**src/rtl/conv_window_sched.sv**
```systemverilog
// conv_window_sched
// Sequencer for one streamed convolution layer. Tracks the (row, col) of the
// next pixel to be accepted, decides which accepted pixels complete a K x K
// window, and delays that decision through a PIPE_LAT-deep valid pipeline so
// win_valid/win_last line up with the MAC datapath output. Frames each image
// with start / busy / done.
//
// Ports:
//   clk        single clock, rising edge
//   rst_n      asynchronous active-low reset
//   start      one-cycle frame request, honoured only in IDLE
//   pix_valid  pixel present on the datapath this cycle
//   busy       high in RUN and DRAIN
//   col, row   position of the next pixel to be accepted
//   win_valid  datapath output is a valid window result this cycle
//   win_last   with win_valid, final window of the frame
//   done       one-cycle pulse in the cycle after win_last
//
// state   | meaning
// --------+--------------------------------------------------------------
// S_IDLE  | counters at 0, pixels ignored, waiting for start
// S_RUN   | accepting pixels, pushing hit/last into the valid pipeline
// S_DRAIN | all pixels in, flushing the pipeline until win_last emerges

module conv_window_sched #(
    parameter int IMG_W    = 28,
    parameter int IMG_H    = 28,
    parameter int K        = 5,
    parameter int PIPE_LAT = 3
) (
    input  logic                     clk,
    input  logic                     rst_n,
    input  logic                     start,
    input  logic                     pix_valid,
    output logic                     busy,
    output logic [$clog2(IMG_W)-1:0] col,
    output logic [$clog2(IMG_H)-1:0] row,
    output logic                     win_valid,
    output logic                     win_last,
    output logic                     done
);

    localparam int CW = $clog2(IMG_W);
    localparam int RW = $clog2(IMG_H);

    localparam logic [CW-1:0] COL_MAX = CW'(IMG_W - 1);
    localparam logic [RW-1:0] ROW_MAX = RW'(IMG_H - 1);
    localparam logic [CW-1:0] COL_HIT = CW'(K - 1);
    localparam logic [RW-1:0] ROW_HIT = RW'(K - 1);

    typedef enum logic [1:0] {
        S_IDLE,
        S_RUN,
        S_DRAIN
    } state_t;

    state_t          state_q, state_nxt;
    logic [CW-1:0]   col_q, col_nxt;
    logic [RW-1:0]   row_q, row_nxt;
    logic            done_q;
    logic            accept;
    logic            hit_push;
    logic            last_push;

    // bit 0 = hit, bit 1 = last; stage PIPE_LAT-1 drives the outputs
    logic [1:0]      pipe_q [PIPE_LAT];

    assign accept    = (state_q == S_RUN) && pix_valid;
    assign hit_push  = accept && (row_q >= ROW_HIT) && (col_q >= COL_HIT);
    assign last_push = hit_push && (row_q == ROW_MAX) && (col_q == COL_MAX);

    always_comb begin
        state_nxt = state_q;
        col_nxt   = col_q;
        row_nxt   = row_q;
        unique case (state_q)
            S_IDLE: begin
                col_nxt = '0;
                row_nxt = '0;
                if (start) begin
                    state_nxt = S_RUN;
                end
            end
            S_RUN: begin
                if (pix_valid) begin
                    if (col_q == COL_MAX) begin
                        col_nxt = '0;
                        if (row_q == ROW_MAX) begin
                            row_nxt   = '0;
                            state_nxt = S_DRAIN;
                        end else begin
                            row_nxt = row_q + 1'b1;
                        end
                    end else begin
                        col_nxt = col_q + 1'b1;
                    end
                end
            end
            S_DRAIN: begin
                // win_last is the final pipeline stage, so leaving here on it
                // puts done and IDLE in the very next cycle.
                if (win_last) begin
                    state_nxt = S_IDLE;
                end
            end
            default: begin
                state_nxt = S_IDLE;
                col_nxt   = '0;
                row_nxt   = '0;
            end
        endcase
    end

    always_ff @(posedge clk or negedge rst_n) begin
        if (!rst_n) begin
            state_q <= S_IDLE;
            col_q   <= '0;
            row_q   <= '0;
            done_q  <= 1'b0;
        end else begin
            state_q <= state_nxt;
            col_q   <= col_nxt;
            row_q   <= row_nxt;
            done_q  <= (state_q == S_DRAIN) && win_last;
        end
    end

    // Advances every cycle in every state; idle cycles shift in zeros.
    always_ff @(posedge clk or negedge rst_n) begin
        if (!rst_n) begin
            for (int i = 0; i < PIPE_LAT; i++) begin
                pipe_q[i] <= 2'b00;
            end
        end else begin
            pipe_q[0] <= {last_push, hit_push};
            for (int i = 1; i < PIPE_LAT; i++) begin
                pipe_q[i] <= pipe_q[i-1];
            end
        end
    end

    assign win_valid = pipe_q[PIPE_LAT-1][0];
    assign win_last  = pipe_q[PIPE_LAT-1][1];
    assign busy      = (state_q != S_IDLE);
    assign col       = col_q;
    assign row       = row_q;
    assign done      = done_q;

endmodule

```
**config.mk**
```make
export PLATFORM = sky130hd
export DESIGN_NAME = conv_window_sched
export DESIGN_NICKNAME = d
export VERILOG_FILES = /design/src/rtl/conv_window_sched.sv
export SDC_FILE = /design/constraint.sdc
export NUM_CORES = 1
export LEC_CHECK = 0
export BUFFER_PORTS_ARGS = -buffer_cell sky130_fd_sc_hd__buf_2
export CAP_MARGIN = 20
export CORE_MARGIN = 4
export CORE_UTILIZATION = 45
export CTS_BUF_LIST = sky130_fd_sc_hd__clkbuf_8 sky130_fd_sc_hd__clkbuf_16
export CTS_CLUSTER_SIZE = 10
export DETAILED_ROUTE_END_ITERATION = 7
export GPL_ROUTABILITY_DRIVEN = 0
export PLACE_DENSITY_LB_ADDON = 0.12
export SLEW_MARGIN = 30
export SYNTH_ARGS = -nofsm -noshare
export SYNTH_HDL_FRONTEND = slang
export SYNTH_SLANG_ARGS = --single-unit
```
**constraint.sdc**
```tcl
create_clock -name clk -period 1.6 [get_ports clk]
set_input_delay 0.32 -clock clk [delete_from_list [all_inputs] [get_ports clk]]
set_output_delay 0.32 -clock clk [all_outputs]
set_load 0.1 [all_outputs]
```
-- Yosys cells after proc, flatten, opt, wreduce, memory -nomap -nowiden
Cells that the tools add are included.
- register bits: 19
- output and inout port bits: 14
- logic and storage cells: 45
- $add $sub $neg: 2
- magnitude comparators: 2
- equality and inequality tests: 9
- muxes and demuxes: 13
- bitwise operators: 1
- reductions and logical operators: 11
- operators with widths (operator ; number):
    2-to-1 mux 5 bit ; 5
    one-hot mux 5 bit (2 select lines) ; 2
    adder 5 x 1 -> 5 bit (second input constant) ; 2
    == test 5 bit (second input constant) ; 2
    >= comparator 5 x 3 -> 1 bit (second input constant) ; 2
    2-to-1 mux 2 bit ; 5
    logical AND 1 bit ; 6
    != test 2 bit (second input constant) ; 3
    one-hot mux 2 bit (3 select lines) ; 1
    AND reduction 5 bit ; 1
    != test 2 x 1 -> 1 bit (second input constant) ; 2
    AND reduction 3 bit ; 1
    == test 2 x 1 -> 1 bit (second input constant) ; 1
    == test 2 bit (second input constant) ; 1
    zero test 2 bit ; 1
    AND reduction 2 bit ; 1
    nonzero test 2 bit ; 1
    inverter 1 bit ; 1

-- Longest topological paths before layout
- word-level depth: 6
- depth in mapped cells: 6
- gate-level depth less buffers: 5

-- Least setup slack after synthesis
Ideal clock, no wire load.
- path kind: register to register
- start: reg col_q[0] (netlist: col[0])
- end: reg row_q[3] (netlist: row[3])
- arrival time: 2.159 ns
- required time: 1.524 ns
- path slack: -0.636 ns
- cell stages (with the launch flop): 7
- period minus slack after synthesis: 2.236 ns
- cells stage by stage: dfrtp_1 -> ha_1 -> and4b_1 -> buf_4 -> nand2_2 -> or4_1 -> o21ai_1
- cells in the longest elaborated chain, start to end: 3
- ends and longest elaborated chain (element ; line ; source):
    start, declared ; 58 ; logic [CW-1:0] col_q, col_nxt;
    start signal, assigned ; 122 ; col_q <= col_nxt;
    == test 5 bit ; 86 ; if (col_q == COL_MAX) begin
    != test 2 x 1 -> 1 bit (no line) ; -- ;
    AND reduction 3 bit (no line) ; -- ;
    end signal, assigned ; 123 ; row_q <= row_nxt;
    end, declared ; 59 ; logic [RW-1:0] row_q, row_nxt;
No other way between the ends.
A chain may end at the register's enable or synchronous reset.

-- Worst setup path after layout
- start: reg col_q[0] (netlist: col[0])
- end: out col[0]
- RTL lines (element ; line ; source):
    end, declared ; 36 ; output logic [$clog2(IMG_W)-1:0] col,
No word-level cell between the ends.

==> results.md <==
- Worst slew pin tran: around 480 ps
- Max-cap viol count: 0
- Final Worst Setup Slack: slightly below 50 ps
- Asr flop ratio synth: 100%
- Unrepaired setup endpoints after global routing: no
- Post-synth top flop: dfrtp_1
- Fin. max-slew vios: 0
- Tmin final: 1550 ps
- Leading area contributor after synthesis: dfrtp_1
- Per-cell routed wire length: ~13 um
- Number of H-tree levels: 1
- Skew-Pair Late Insertion Delay: ~260 ps
- Post-Syn Instances: 90
- Routed WL: 1840 um
- Core Rows: 16
- Critical Path Sink: col[0]
- Clock Skews: slightly below 2 ps
- Starting density of the core: 46.8%
- Crit. End Element: output port
- Hold_ws: -10.1 ps
- Count of flip-flops with a built-in enable after synthesis: 0
- R2r setup slk: roughly 80 ps
- CTS Buf Count: 3
- Clock transition at path regs: around 70 ps
- Synth top cells by count: dfrtp_1 (19), nand2_1 (8), o21ai_0 (7)
- Top-count cell post-synth: dfrtp_1
- IO Port Bufs: 17
- Critical R2R Capture: row[2]
- Antenna Nets Post-Route: 0
- Pre-antenna DRT Iters: 4
- Status: finished, violations left
- Postcts setup bufs: 0
- DRC violation total after the first TritonRoute iteration: 13
- Area Growth Syn to Fin: 27.4%
- Top achievable clock speed: 644 MHz
- Worst setup path startpoint: col[0]
- P_leak: ~0.55 nW
- Crit Path Max Fanout: 5
- WS Path Type: flop to output port
- Yosys top cell area share: roughly 52%
- Yosys cell types: 32
- Core area: slightly below 0.002 mm2
- Fillers: between 150 and 200
- FF+latch count, synth: 19
- GRT Total Usage: 15.6%
- Root buffer cell: clkbuf_8
- Pin count of the biggest net entering global routing: 20
- Cell area after synthesis: about 910 um2
- Tcrit/Tclk final: between 90% and 100%
- Via density: approximately 5.2
- Fin area: 0.00116 mm2
- # diodes: 0
- Non-Filler Instances: 141
- Fin nets: between 100 and 150
- Detailed placement HPWL: roughly 1300 um
- DRC violations left: 0
- Number of instances in the placed design: roughly 140
- Arr. time, crit path: around 1200 ps
- Die width: approximately 53 um
- Failing checks: negative hold slack
- Vias: approximately 730
- Synth Area per Inst: between 10 and 15 um2
- Max_slew headroom: approximately two thirds
- Ys Warns: 0
- Worst R2R Start: col[1]
- Die H: roughly 53 um
- Placed cell area: about 0.0011 mm2
- PD cells: roughly 1700 mW/mm2
- Reg2Reg Depth: 5
- Clk buf depth: 2
- First-pass GRT wire length: around 3100 um
- Vias in the first global route: 703
- Antenna violations before repair: 0
- Io pins: 18
- Critical Path RT: about 1300 ps
- Sink Count: 19
- CTS tree: yes
- Gr ovfl total: 0
- Sequential element share of the synthesized area: around 52%
- Synth area leaders: dfrtp_1 (52%), ha_1 (5.5%), o21ai_0 (3.9%)
- Worst Setup Start Kind: flop
- Die area: roughly 0.0028 mm2
- Pre-CTS setup slack: between 15 and 20 ps
- Layout cell share with drive strength beyond 1: a little under two fifths
- Post-Syn Nets: 98
- Sum Neg Setup Slack: 0 ps
- Worst hold-check path type: input port to asynchronous set/reset pin
- Setup violation total in the final timing report: 0
- Peak supply drop: roughly 1.4 mV
- Final Hold Vio Count: 19
## state kept, by name, indices dropped and copies added (netlist names)
| register | count |
|---|---|
| col | 5 |
| done | 1 |
| pipe_q | 4 |
| row | 5 |
| state_q | 2 |
| win_last | 1 |
| win_valid | 1 |
## layout by cell type (no fill, tap or decap), types with 2 or more instances in the layout
cell type	n
dfrtp_1	10
nand2b_1	3
ha_1	3
nand3_1	3
inv_1	5
buf_4	6
o31ai_1	2
nor3_1	4
clkbuf_8	3
o21ai_1	4
o21ai_0	7
nor2_1	3
nor2b_1	2
buf_2	16
a21oi_1	3
dfrtp_2	7
dfrtp_4	2
a31oi_1	3
nand2_1	8
## worst min path at each step
stage	start	end	slack (ps)	depth (start not counted)
2_1_floorplan	rst_n	col[2]	20	0
6_report	rst_n	col[0]	-10	1
4_1_cts	rst_n	row[3]	6	1
5_1_grt	rst_n	state_q[0]	10	1
3_3_place_gp	rst_n	col[0]	280	1
3_5_place_dp	rst_n	col[0]	290	1
## metrics by stage
| step | total power [mW] | hold slack [ps] | utilization (%) |
|---|---|---|---|
| floorplan | 1.39 | 24.4 | - |
| detailed placement | 1.60 | 290 | 56.7 |
| global route | 2.03 | 13.5 | 59.7 |
| CTS | 1.95 | 6.13 | 59.3 |
| global placement | 1.60 | 283 | 56.7 |
| finish | 1.93 | -10.1 | 59.7 |
## logic make-up after synthesis
logic type	synth area share, %
simple gates	19.9
compound gates	16.4
flops	52.3
buf+inv	3.85
fa+ha+maj	5.50
xor+xnor	0.963
mux	1.10
## metal layers
metal | wire [um] | global-route usage [%] | up-vias
li1 | - | - | 367
met1 | 879 | 20.9 | 346
met2 | 831 | 23.8 | 16
met3 | 86 | 2.54 | 5
met4 | 39 | 8.94 | 0
met5 | 0 | 0 | -
## repair_timing
action / CTS / global route
hold buffers: 0 / 0
pin swaps: 0 / 1
endpoints found under the setup margin: 1 / 6
endpoints found under the hold margin: 0 / 0
gates resized for setup: 1 / 3
## worst max-delay path, stage by stage (launching register included)
cell and delay, ps:
dfrtp_4 420, buf_4 130, buf_2 420
## power by group
part | internal [mW] | switching [mW]
sequential | 0.577 | 0.0753
combinational | 0.204 | 0.731
clock | 0.176 | 0.167
total | 0.957 | 0.972
## final cells by class
type / count / area, um2 / share of cell area, %
Clock buffer: 3 / 41.3 / 3.56
Multi-Input combinational cell: 63 / 429 / 37.0
Sequential cell: 19 / 492 / 42.4
Tap cell: 27 / 33.8 / 2.92
Timing Repair Buffer: 23 / 136 / 11.8
Inverter: 5 / 18.8 / 1.62
Clock inverter: 1 / 7.51 / 0.648
No activity file was read; power rests on OpenSTA's default activity.
